## config.mk

```make
export PLATFORM = sky130hd
export DESIGN_NAME = up3_step_ctrl_flat
export DESIGN_NICKNAME = d
export VERILOG_FILES = /design/src/rtl/up3_pkg.sv /design/src/rtl/up3_step_ctrl_if.sv /design/src/rtl/up3_step_ctrl_key_debounce.sv /design/src/rtl/up3_step_ctrl.sv /design/src/flat_wrapper.sv
export SDC_FILE = /design/constraint.sdc
export NUM_CORES = 1
export LEC_CHECK = 0
export ABC_AREA = 0
export BUFFER_PORTS_ARGS = -buffer_cell sky130_fd_sc_hd__buf_2
export CAP_MARGIN = 10
export CORE_AREA = 2 2 136 138
export DETAILED_ROUTE_END_ITERATION = 7
export DIE_AREA = 0 0 138 140
export PLACE_DENSITY = 0.47
export SYNTH_ARGS = -nofsm -noshare
export SYNTH_HDL_FRONTEND = slang
export SYNTH_HIERARCHICAL = 1
export SYNTH_SLANG_ARGS = --single-unit
```

## constraint.sdc

```tcl
create_clock -name clk -period 3 [get_ports clk]
set_input_delay 0.15 -clock clk [delete_from_list [all_inputs] [get_ports clk]]
set_output_delay 0.15 -clock clk [all_outputs]
set_load 0.01 [all_outputs]
```

## src/rtl/up3_pkg.sv

```systemverilog
// Shared types and defaults for the uP3 front-panel execution controller.
package up3_pkg;

    typedef enum logic [1:0] {
        S_IDLE = 2'd0,
        S_RUN  = 2'd1,
        S_HALT = 2'd2
    } step_state_t;

    localparam int DEB_CYCLES_DEF = 500000;
    localparam int RUN_DIV_DEF    = 12500000;
    localparam int REPEAT_DLY_DEF = 25000000;
    localparam int STEP_CNT_W     = 16;

    function automatic int cnt_w(input int n);
        return (n > 1) ? $clog2(n) : 1;
    endfunction

endpackage

```

## src/rtl/up3_step_ctrl_if.sv

```systemverilog
// Front-panel bundle: raw keys and halt request in, CPU enable and status out.
interface up3_step_ctrl_if;

    logic                         step_key_n;
    logic                         run_key_n;
    logic                         mode_key_n;
    logic                         halt_in;
    logic                         cpu_en;
    logic                         running;
    logic                         halted;
    logic                         disp_mode;
    logic [up3_pkg::STEP_CNT_W-1:0] step_cnt;

    modport master (
        output step_key_n, run_key_n, mode_key_n, halt_in,
        input  cpu_en, running, halted, disp_mode, step_cnt
    );

    modport slave (
        input  step_key_n, run_key_n, mode_key_n, halt_in,
        output cpu_en, running, halted, disp_mode, step_cnt
    );

endinterface

```

## src/rtl/up3_step_ctrl_key_debounce.sv

```systemverilog
// Two-flop synchroniser, stability-counter debounce and one-cycle press pulse
// for one active-low push button.
module key_debounce
    import up3_pkg::*;
#(
    parameter int DEB_CYCLES = DEB_CYCLES_DEF
) (
    input  logic clk,
    input  logic reset,
    input  logic key_n,
    output logic pressed,
    output logic press_pulse
);

    localparam int              CW      = cnt_w(DEB_CYCLES);
    localparam logic [CW-1:0]   CNT_MAX = CW'(DEB_CYCLES - 1);

    logic          sync1, sync2;
    logic          stable, stable_q;
    logic [CW-1:0] cnt;

    always_ff @(posedge clk) begin
        if (reset) begin
            // NOTE: synchroniser and debounced state reset to "released" so no press is seen on reset exit.
            sync1       <= 1'b1;
            sync2       <= 1'b1;
            stable      <= 1'b1;
            stable_q    <= 1'b1;
            cnt         <= '0;
            press_pulse <= 1'b0;
        end else begin
            sync1       <= key_n;
            sync2       <= sync1;
            stable_q    <= stable;
            press_pulse <= stable_q & ~stable;
            if (sync2 == stable) begin
                cnt <= '0;
            end else if (cnt == CNT_MAX) begin
                stable <= sync2;
                cnt    <= '0;
            end else begin
                cnt <= cnt + CW'(1);
            end
        end
    end

    assign pressed = ~stable;

endmodule

```

## src/rtl/up3_step_ctrl.sv

```systemverilog
// uP3 execution controller: single-step / free-run CPU enable generation.
// Optional step auto-repeat is built when UP3_STEP_AUTOREPEAT_EN is defined.
module up3_step_ctrl
    import up3_pkg::*;
#(
    parameter int DEB_CYCLES = DEB_CYCLES_DEF,
    parameter int RUN_DIV    = RUN_DIV_DEF,
    parameter int REPEAT_DLY = REPEAT_DLY_DEF
) (
    input  logic           clk,
    input  logic           reset,
    up3_step_ctrl_if.slave bus
);

    localparam logic [1:0] ST_IDLE = S_IDLE;
    localparam logic [1:0] ST_RUN  = S_RUN;
    localparam logic [1:0] ST_HALT = S_HALT;

    localparam int                TICK_W   = cnt_w(RUN_DIV);
    localparam logic [TICK_W-1:0] TICK_MAX = TICK_W'(RUN_DIV - 1);

    if (RUN_DIV < 2 || DEB_CYCLES < 1 || REPEAT_DLY < 1) begin : g_bad_param
        $error("up3_step_ctrl: RUN_DIV must be >= 2, DEB_CYCLES and REPEAT_DLY >= 1");
    end

    logic                  step_held, run_held, mode_held;
    logic                  step_press, run_press, mode_press;
    logic [1:0]            state;
    logic [TICK_W-1:0]     tick;
    logic                  cpu_en, disp_mode;
    logic [STEP_CNT_W-1:0] step_cnt;
    logic                  rpt_fire;

    key_debounce #(.DEB_CYCLES(DEB_CYCLES)) u_step (
        .clk(clk), .reset(reset), .key_n(bus.step_key_n),
        .pressed(step_held), .press_pulse(step_press)
    );
    key_debounce #(.DEB_CYCLES(DEB_CYCLES)) u_run (
        .clk(clk), .reset(reset), .key_n(bus.run_key_n),
        .pressed(run_held), .press_pulse(run_press)
    );
    key_debounce #(.DEB_CYCLES(DEB_CYCLES)) u_mode (
        .clk(clk), .reset(reset), .key_n(bus.mode_key_n),
        .pressed(mode_held), .press_pulse(mode_press)
    );

`ifdef UP3_STEP_AUTOREPEAT_EN
    localparam int              RW      = cnt_w(REPEAT_DLY);
    localparam logic [RW-1:0]   RPT_MAX = RW'(REPEAT_DLY - 1);

    logic              rpt_arm, rpt_on;
    logic [RW-1:0]     rpt_cnt;
    logic [TICK_W-1:0] rpt_tick;
    logic              idle_ok;
    logic              unused_held;

    assign idle_ok     = (state == ST_IDLE) && !bus.halt_in && !run_press;
    assign rpt_fire    = rpt_arm && step_held && (rpt_on ? (rpt_tick == TICK_MAX) : (rpt_cnt == RPT_MAX));
    assign unused_held = run_held | mode_held;

    // Armed by a step press in idle; first repeat after REPEAT_DLY, then every RUN_DIV.
    always_ff @(posedge clk) begin
        if (reset) begin
            rpt_arm  <= 1'b0;
            rpt_on   <= 1'b0;
            rpt_cnt  <= '0;
            rpt_tick <= '0;
        end else if (!idle_ok) begin
            rpt_arm <= 1'b0;
            rpt_on  <= 1'b0;
        end else if (step_press) begin
            rpt_arm <= 1'b1;
            rpt_on  <= 1'b0;
            rpt_cnt <= '0;
        end else if (rpt_arm) begin
            if (!step_held) begin
                rpt_arm <= 1'b0;
                rpt_on  <= 1'b0;
            end else if (!rpt_on) begin
                if (rpt_cnt == RPT_MAX) begin
                    rpt_on   <= 1'b1;
                    rpt_tick <= '0;
                end else begin
                    rpt_cnt <= rpt_cnt + RW'(1);
                end
            end else begin
                rpt_tick <= (rpt_tick == TICK_MAX) ? '0 : rpt_tick + TICK_W'(1);
            end
        end
    end
`else
    logic unused_held;

    assign rpt_fire    = 1'b0;
    assign unused_held = step_held | run_held | mode_held;
`endif

    always_ff @(posedge clk) begin
        if (reset) begin
            state     <= ST_IDLE;
            tick      <= '0;
            cpu_en    <= 1'b0;
            disp_mode <= 1'b0;
            step_cnt  <= '0;
        end else begin
            cpu_en <= 1'b0;
            if (cpu_en)     step_cnt  <= step_cnt + STEP_CNT_W'(1);
            if (mode_press) disp_mode <= ~disp_mode;
            // Priority in every active state: halt, then run key, then tick/step.
            case (state)
                ST_IDLE: begin
                    if (bus.halt_in) begin
                        state <= ST_HALT;
                    end else if (run_press) begin
                        state <= ST_RUN;
                        tick  <= '0;
                    end else if (step_press || rpt_fire) begin
                        cpu_en <= 1'b1;
                    end
                end
                ST_RUN: begin
                    if (bus.halt_in) begin
                        state <= ST_HALT;
                    end else if (run_press) begin
                        state <= ST_IDLE;
                    end else if (tick == TICK_MAX) begin
                        tick   <= '0;
                        cpu_en <= 1'b1;
                    end else begin
                        tick <= tick + TICK_W'(1);
                    end
                end
                ST_HALT: state <= ST_HALT;
                default: state <= ST_IDLE;
            endcase
        end
    end

    assign bus.cpu_en    = cpu_en;
    assign bus.running   = (state == ST_RUN);
    assign bus.halted    = (state == ST_HALT);
    assign bus.disp_mode = disp_mode;
    assign bus.step_cnt  = step_cnt;

endmodule

```

## src/flat_wrapper.sv

```systemverilog
// flat-port wrapper written by rule: the top's interface ports become plain ports
module up3_step_ctrl_flat import up3_pkg::*;
#(
    parameter int DEB_CYCLES = DEB_CYCLES_DEF,
    parameter int RUN_DIV    = RUN_DIV_DEF,
    parameter int REPEAT_DLY = REPEAT_DLY_DEF
)
  (clk, reset, bus_step_key_n, bus_run_key_n, bus_mode_key_n, bus_halt_in, bus_cpu_en, bus_running, bus_halted, bus_disp_mode, bus_step_cnt);
  up3_step_ctrl_if bus_i ();
  input  logic clk;
  input  logic reset;
  input wire logic [$bits(bus_i.step_key_n)-1:0] bus_step_key_n;
  input wire logic [$bits(bus_i.run_key_n)-1:0] bus_run_key_n;
  input wire logic [$bits(bus_i.mode_key_n)-1:0] bus_mode_key_n;
  input wire logic [$bits(bus_i.halt_in)-1:0] bus_halt_in;
  output wire logic [$bits(bus_i.cpu_en)-1:0] bus_cpu_en;
  output wire logic [$bits(bus_i.running)-1:0] bus_running;
  output wire logic [$bits(bus_i.halted)-1:0] bus_halted;
  output wire logic [$bits(bus_i.disp_mode)-1:0] bus_disp_mode;
  output wire logic [$bits(bus_i.step_cnt)-1:0] bus_step_cnt;
  assign bus_i.step_key_n = bus_step_key_n;
  assign bus_i.run_key_n = bus_run_key_n;
  assign bus_i.mode_key_n = bus_mode_key_n;
  assign bus_i.halt_in = bus_halt_in;
  assign bus_cpu_en = bus_i.cpu_en;
  assign bus_running = bus_i.running;
  assign bus_halted = bus_i.halted;
  assign bus_disp_mode = bus_i.disp_mode;
  assign bus_step_cnt = bus_i.step_cnt;
  up3_step_ctrl #(.DEB_CYCLES(DEB_CYCLES), .RUN_DIV(RUN_DIV), .REPEAT_DLY(REPEAT_DLY)) u_core (.clk(clk), .reset(reset), .bus(bus_i));
endmodule
```

; After elaboration in Yosys (flattened, before gate mapping)
; Cells that the tools add are included.
[word_totals]
reg_bits = 116
in_bits = 6
elab_cells = 81
[op_classes]
n_mux = 18
n_eq_ne = 15
reduce_logical = 10
add_sub_neg = 5
bitwise = 10
[ops]
columns = operator, n
row1 = 24-bit two-way mux, 5
row2 = "19-bit by 1-bit adder with 19-bit output, second input constant", 3
row3 = "19-bit equality test, second input constant", 3
row4 = 24-bit one-hot mux with 2 select lines, 1
row5 = "24-bit by 1-bit adder with 24-bit output, second input constant", 1
row6 = "24-bit equality test, second input constant", 1
row7 = "16-bit by 1-bit adder with 16-bit output, second input constant", 1
row8 = 3-bit OR reduction, 3
row9 = 2-bit two-way mux, 4
row10 = "2-bit inequality test, second input constant", 4
row11 = 2-bit AND reduction, 4
row12 = 1-bit inverter, 7
row13 = 1-bit two-way mux, 6
row14 = 2-bit one-hot mux with 3 select lines, 1
row15 = 5-bit AND reduction, 1
row16 = 1-bit bitwise AND, 3
row17 = 1-bit equality test, 3
row18 = "3-bit by 2-bit inequality test with 1-bit output, second input constant", 1
row19 = "3-bit inequality test, second input constant", 1
row20 = "2-bit by 1-bit equality test with 1-bit output, second input constant", 1
row21 = "2-bit equality test, second input constant", 1
row22 = 2-bit logical NOT, 1
row23 = 1-bit one-hot mux with 2 select lines, 1
row24 = 2-bit nonzero test, 1

; Longest topological paths before layout
[logic_depth]
depth_word = 5
mapped_depth = 7

; Hierarchy
; The synthesis kept the hierarchy.
[by_module_without_submodules]
columns = module, instances, area_each_um2, seq_area_each_um2, cells_each
row1 = key_debounce, 3, 1021.0, 480.5, 112
row2 = up3_step_ctrl, 1, 2058.2, 880.8, 223

; Worst setup path before layout
; No wires, ideal clock.
[synth_timing]
path_kind = register to register
startpoint = register u_core.u_mode.cnt[0]
endpoint = register u_core.u_mode.cnt[10]
stages_incl_launch_ff = 7
path_slack_ps = 1189
n_path_buf = 1
setup_ps = 115
arrival_ps = 1697
path_cell_list = dfxtp_1 > ha_1 > nand3_2 > or4_4 > o31ai_4 > buf_6 > nor2_1
[synth_between]
elab_chain_len = 2
word_cells_on_any_way = 3
cone_classes = add/sub (1) / eq/ne (1) / reduce/logical (1)
[synth_lines]
columns = item, line_no
row1 = start: declaration, up3_step_ctrl_key_debounce.sv:20  ; logic [CW-1:0] cnt;
row2 = start signal: assignment, up3_step_ctrl_key_debounce.sv:42  ; cnt <= cnt + CW'(1);
row3 = branches (longest 2 deep; another with 19-bit by 1-bit adder with 19-bit output), --
; Parallel ways; which one is timed is not known.
; A chain may end at the register's enable or synchronous reset.

; Worst setup path in the final report
[layout_timing]
startpoint = register u_core.u_step.cnt[0]
endpoint = register u_core.u_step.cnt[5]
[layout_between]
elab_chain_len = 2
word_cells_on_any_way = 3
cone_classes = add/sub (1) / eq/ne (1) / reduce/logical (1)
[layout_lines]
columns = item, line_no
row1 = start: declaration, up3_step_ctrl_key_debounce.sv:20
row2 = start signal: assignment, up3_step_ctrl_key_debounce.sv:42
row3 = branches (longest 2 deep; another with 19-bit by 1-bit adder with 19-bit output), --
; Parallel ways; which one is timed is not known.

==> reports/results.env <==
CRIT_PATH_END_KIND='flip-flop'
POWER_LEAKAGE_nW=2.00
IR_DROP_mV=0.387
MAXCLOCKFREQUENCY_GHz=0.447
ANTENNA_VIOLATIONS_BEFORE_REPAIR=0
CTS_TREE='built'
MAXCAPVIOLATIONS=0
CTSHTREEMAXLEVEL=4
UNREPAIRED_SETUP_ENDPOINTS_AFTER_GLOBAL_ROUTING='false'
FLOORPLAN.CORE_AREA_SQ_UM=17800
TIGHTEST_SLEW_NS=0.819
TOP_LEVEL_PORTS=26
WL_PER_CELL_UM=12.2
FIRST_GLOBAL_VIAS=3681
SYNTHESIS.YOSYS.WARNINGS=6
SETUP_VIOL=0
WORSTREG2REGSTART='u_core/u_step/cnt[0]'
HOLD_CLASS='in2reg'
CRITPATHMAXSTAGEDELAY_NS=0.67
POWER.SWITCHING_FRACTION_PCT=18.7
WORSTPATHMAXFANOUT=19
FLOORPLAN.DIE.WIDTH_UM=138
FLOORPLAN.DIE_AREA_SQ_UM=19300
CELLINTERNALPOWER_mW=3.13
CLOCK_POWER_SHARE_PCT=58.5
SWITCHING_POWER_uW=720
CELL_COUNT_AFTER_SYNTHESIS=556
MAX-CLOCK-PATH-BUFFERS=2
HOLD_BUFFERS_POST_CTS=3
PIN_COUNT_OF_THE_BIGGEST_NET_ENTERING_GLOBAL_ROUTING=38
CLOCK-ROOT-BUFFER='clkbuf_16'
FLOORPLAN.DIE.HEIGHT_UM=140
POSTPLACECELLAREA_SQ_UM=5460
ROUTABILITY_CONG=0.785
CTS.REPAIR.RESIZED=0
DETAILED_PLACE_HPWL_UM=6980
GRT_USAGE_PCT=10.9
PORTBUFFERS=25
FINAL.MIN_CLOCK_PERIOD_NS=2.24
CRITICAL_PATH.SLOWEST_CELL='o31ai_4'
SYN-CELL-AREA_SQ_UM=5110
LAYOUT.FILLER_CELLS=1826
SYNTH_AREA_PER_CELL_SQ_UM=9.19
HOLD_VIOLATIONS=0
COMB_POWER_SHARE_PCT=1.1
CLK_PIN_SLEW_NS=0.05
WORST_SETUP_PATH_ENDPOINT='u_core/u_step/cnt[5]'
INSTANCES_NO_FILL=837
FIN_WORST_HOLD_SLACK_NS=0.133
CP_NUM_BUF_INV=0
NETS=606
CRITPATHLAUNCH='u_core/u_step/cnt[0]'
CLK-INSERTION-DELAY-LATE_NS=0.41
CP_NUM_CELLS=5
SLEW_HEADROOM_PCT=45.4
ANTENNA_CELLS_INSERTED=0
OVERFLOW=0
VIAS_PER_CELL=4.73
FINAL_DESIGN_AREA_NO_FILL_SQ_UM=6150
SYN_TO_FINAL_GROWTH_PCT=20.4
REGTOREGENDPOINT='u_core/u_step/cnt[5]'
POST-ROUTE-DRC-COUNT=0
DETAIL-ROUTE-ANTENNA-NETS=0
CRITICAL-PATH-TOP-DELAY-FAMILY='simple AND/OR/NAND/NOR gates'
FIN_SETUP_TNS_NS=0
CTS_SINKS=116
NUMBER_OF_STANDARD_CELL_ROWS_IN_THE_FLOORPLAN=49
REPORT.FINAL.SLEW_VIOL_COUNT=0
CTS_SETUP_BUFFERS=0
ROUTED-VIA-COUNT=3963
SETUP.REG_TO_REG.WORST_SLACK_NS=0.76
SYNTHESIS.NETS=567
WORST-SETUP-PATH-TYPE='reg2reg'
CRIT_PATH_START_KIND='flip-flop'
POWER.SEQUENTIAL.FRACTION_PCT=40.4
TIMING.FINAL.CRIT_SHARE_PCT=74.6
PLACED_CELLS_INCL_TAPS=802
GRT_PASS1_WL_UM=17300
FIN_WORST_SKEW_NS=0.00694
DETAILED_ROUTER_S_FIRST_ITERATION_VIOLATION_COUNT=164
INITIAL_CORE_UTILIZATION_PCT=28.7
TIMING.REG2REG.WORST_PATH_DEPTH=5
WIRELENGTH_UM=10200
DRIVE_ABOVE_1_SHARE_PCT=15.3
POWER-PER-CELL-AREA_nW_PER_UM2=625
WORSTPATHREQUIRED_NS=3.26
STATUS='complete, no violations'
WHS_PATH_DEPTH=3
DETAIL_ROUTE.FIRST_PASS.ITERATIONS=6
CP.ARRIVAL_NS=2.50
CELL_CHAIN_OF_THE_CRITICAL_PATH='ha_1 > nand3_2 > or4_4 > o31ai_4 > nor2_1'
NUMCTSBUFFERS=17
-- how the worst min path moves through the flow --
stage	start	slack, ns	to
after floorplan	reset	0.23	u_core/bus.cpu_en
after global placement	bus_run_key_n	0.34	u_core/u_run/sync1
after detailed placement	bus_run_key_n	0.34	u_core/u_run/sync1
after CTS	bus_halt_in	0.12	u_core/state[1]
after global routing	bus_halt_in	0.15	u_core/state[1]
final	bus_halt_in	0.13	u_core/state[1]
-- power groups by stage --
| stage | Sequential [mW] | Combinational (mW) | Clock (mW) |
|---|---|---|---|
| floorplan | 1.58 | 0.0295 | 0 |
| global route | 1.55 | 0.0481 | 2.37 |
| finish | 1.55 | 0.0430 | 2.25 |
| global placement | 1.58 | 0.0403 | 0 |
| detailed placement | 1.59 | 0.0412 | 0 |
| CTS | 1.55 | 0.0442 | 2.30 |
-- worst reg2reg max path: cells and delay by family (launching register included) --
family                   cells  cell delay (ns)
adder cells (fa/ha/maj)      1             0.25
flip-flops                   1             0.37
AND/OR/NAND/NOR              3             0.79
AO/OA/AOI/OAI                1             0.67
-- through the flow --
step	util, %	worst slack [ns]	power, mW
after floorplan	-	1.19	1.61
after global placement	30.7	0.848	1.63
after detailed placement	30.7	0.743	1.63
after CTS	34.6	0.719	3.90
after global routing	34.6	0.592	3.97
final	34.6	0.763	3.84
-- final cells by class --
cell class                      count  area, sq um  share of cell area, %
Sequential cell                   116         2320                   37.7
Clock buffer                       24          492                   7.99
Multi-Input combinational cell    411         2650                   43.0
Inverter                           20         75.1                   1.22
Timing Repair Buffer               29          163                   2.64
Clock inverter                      8          170                   2.76
Tap cell                          229          287                   4.66
-- registers in the layout (all words and copies together) (netlist names), 2 cells and up --
register,cells
u_core/tick,24
u_core/u_mode/cnt,19
u_core/u_step/cnt,19
u_core/state,2
u_core/u_run/cnt,19
u_core/bus.step_cnt,16
-- routing by layer --
layer	routed length [um]	share of wire (%)	GRT usage, %	up-vias
met1	5170	51	13.9	1849
met2	4410	43	16.6	72
met5	0	0	0	-
li1	-	-	-	2028
met3	438	4.3	3.93	14
met4	190	1.9	4.99	0
-- cell usage in the layout, fill, tap and decap left out, drive strengths merged, types with 9 or more instances in the layout --
master,instances
buf,26
xor2,19
xnor2,60
nor2,104
nor3,26
dfxtp,116
and3,9
clkbuf,24
inv,20
a21oi,16
or2,9
nor4,18
nand2,28
nand3,32
nand4,30
(Power assumes the default switching activity.)
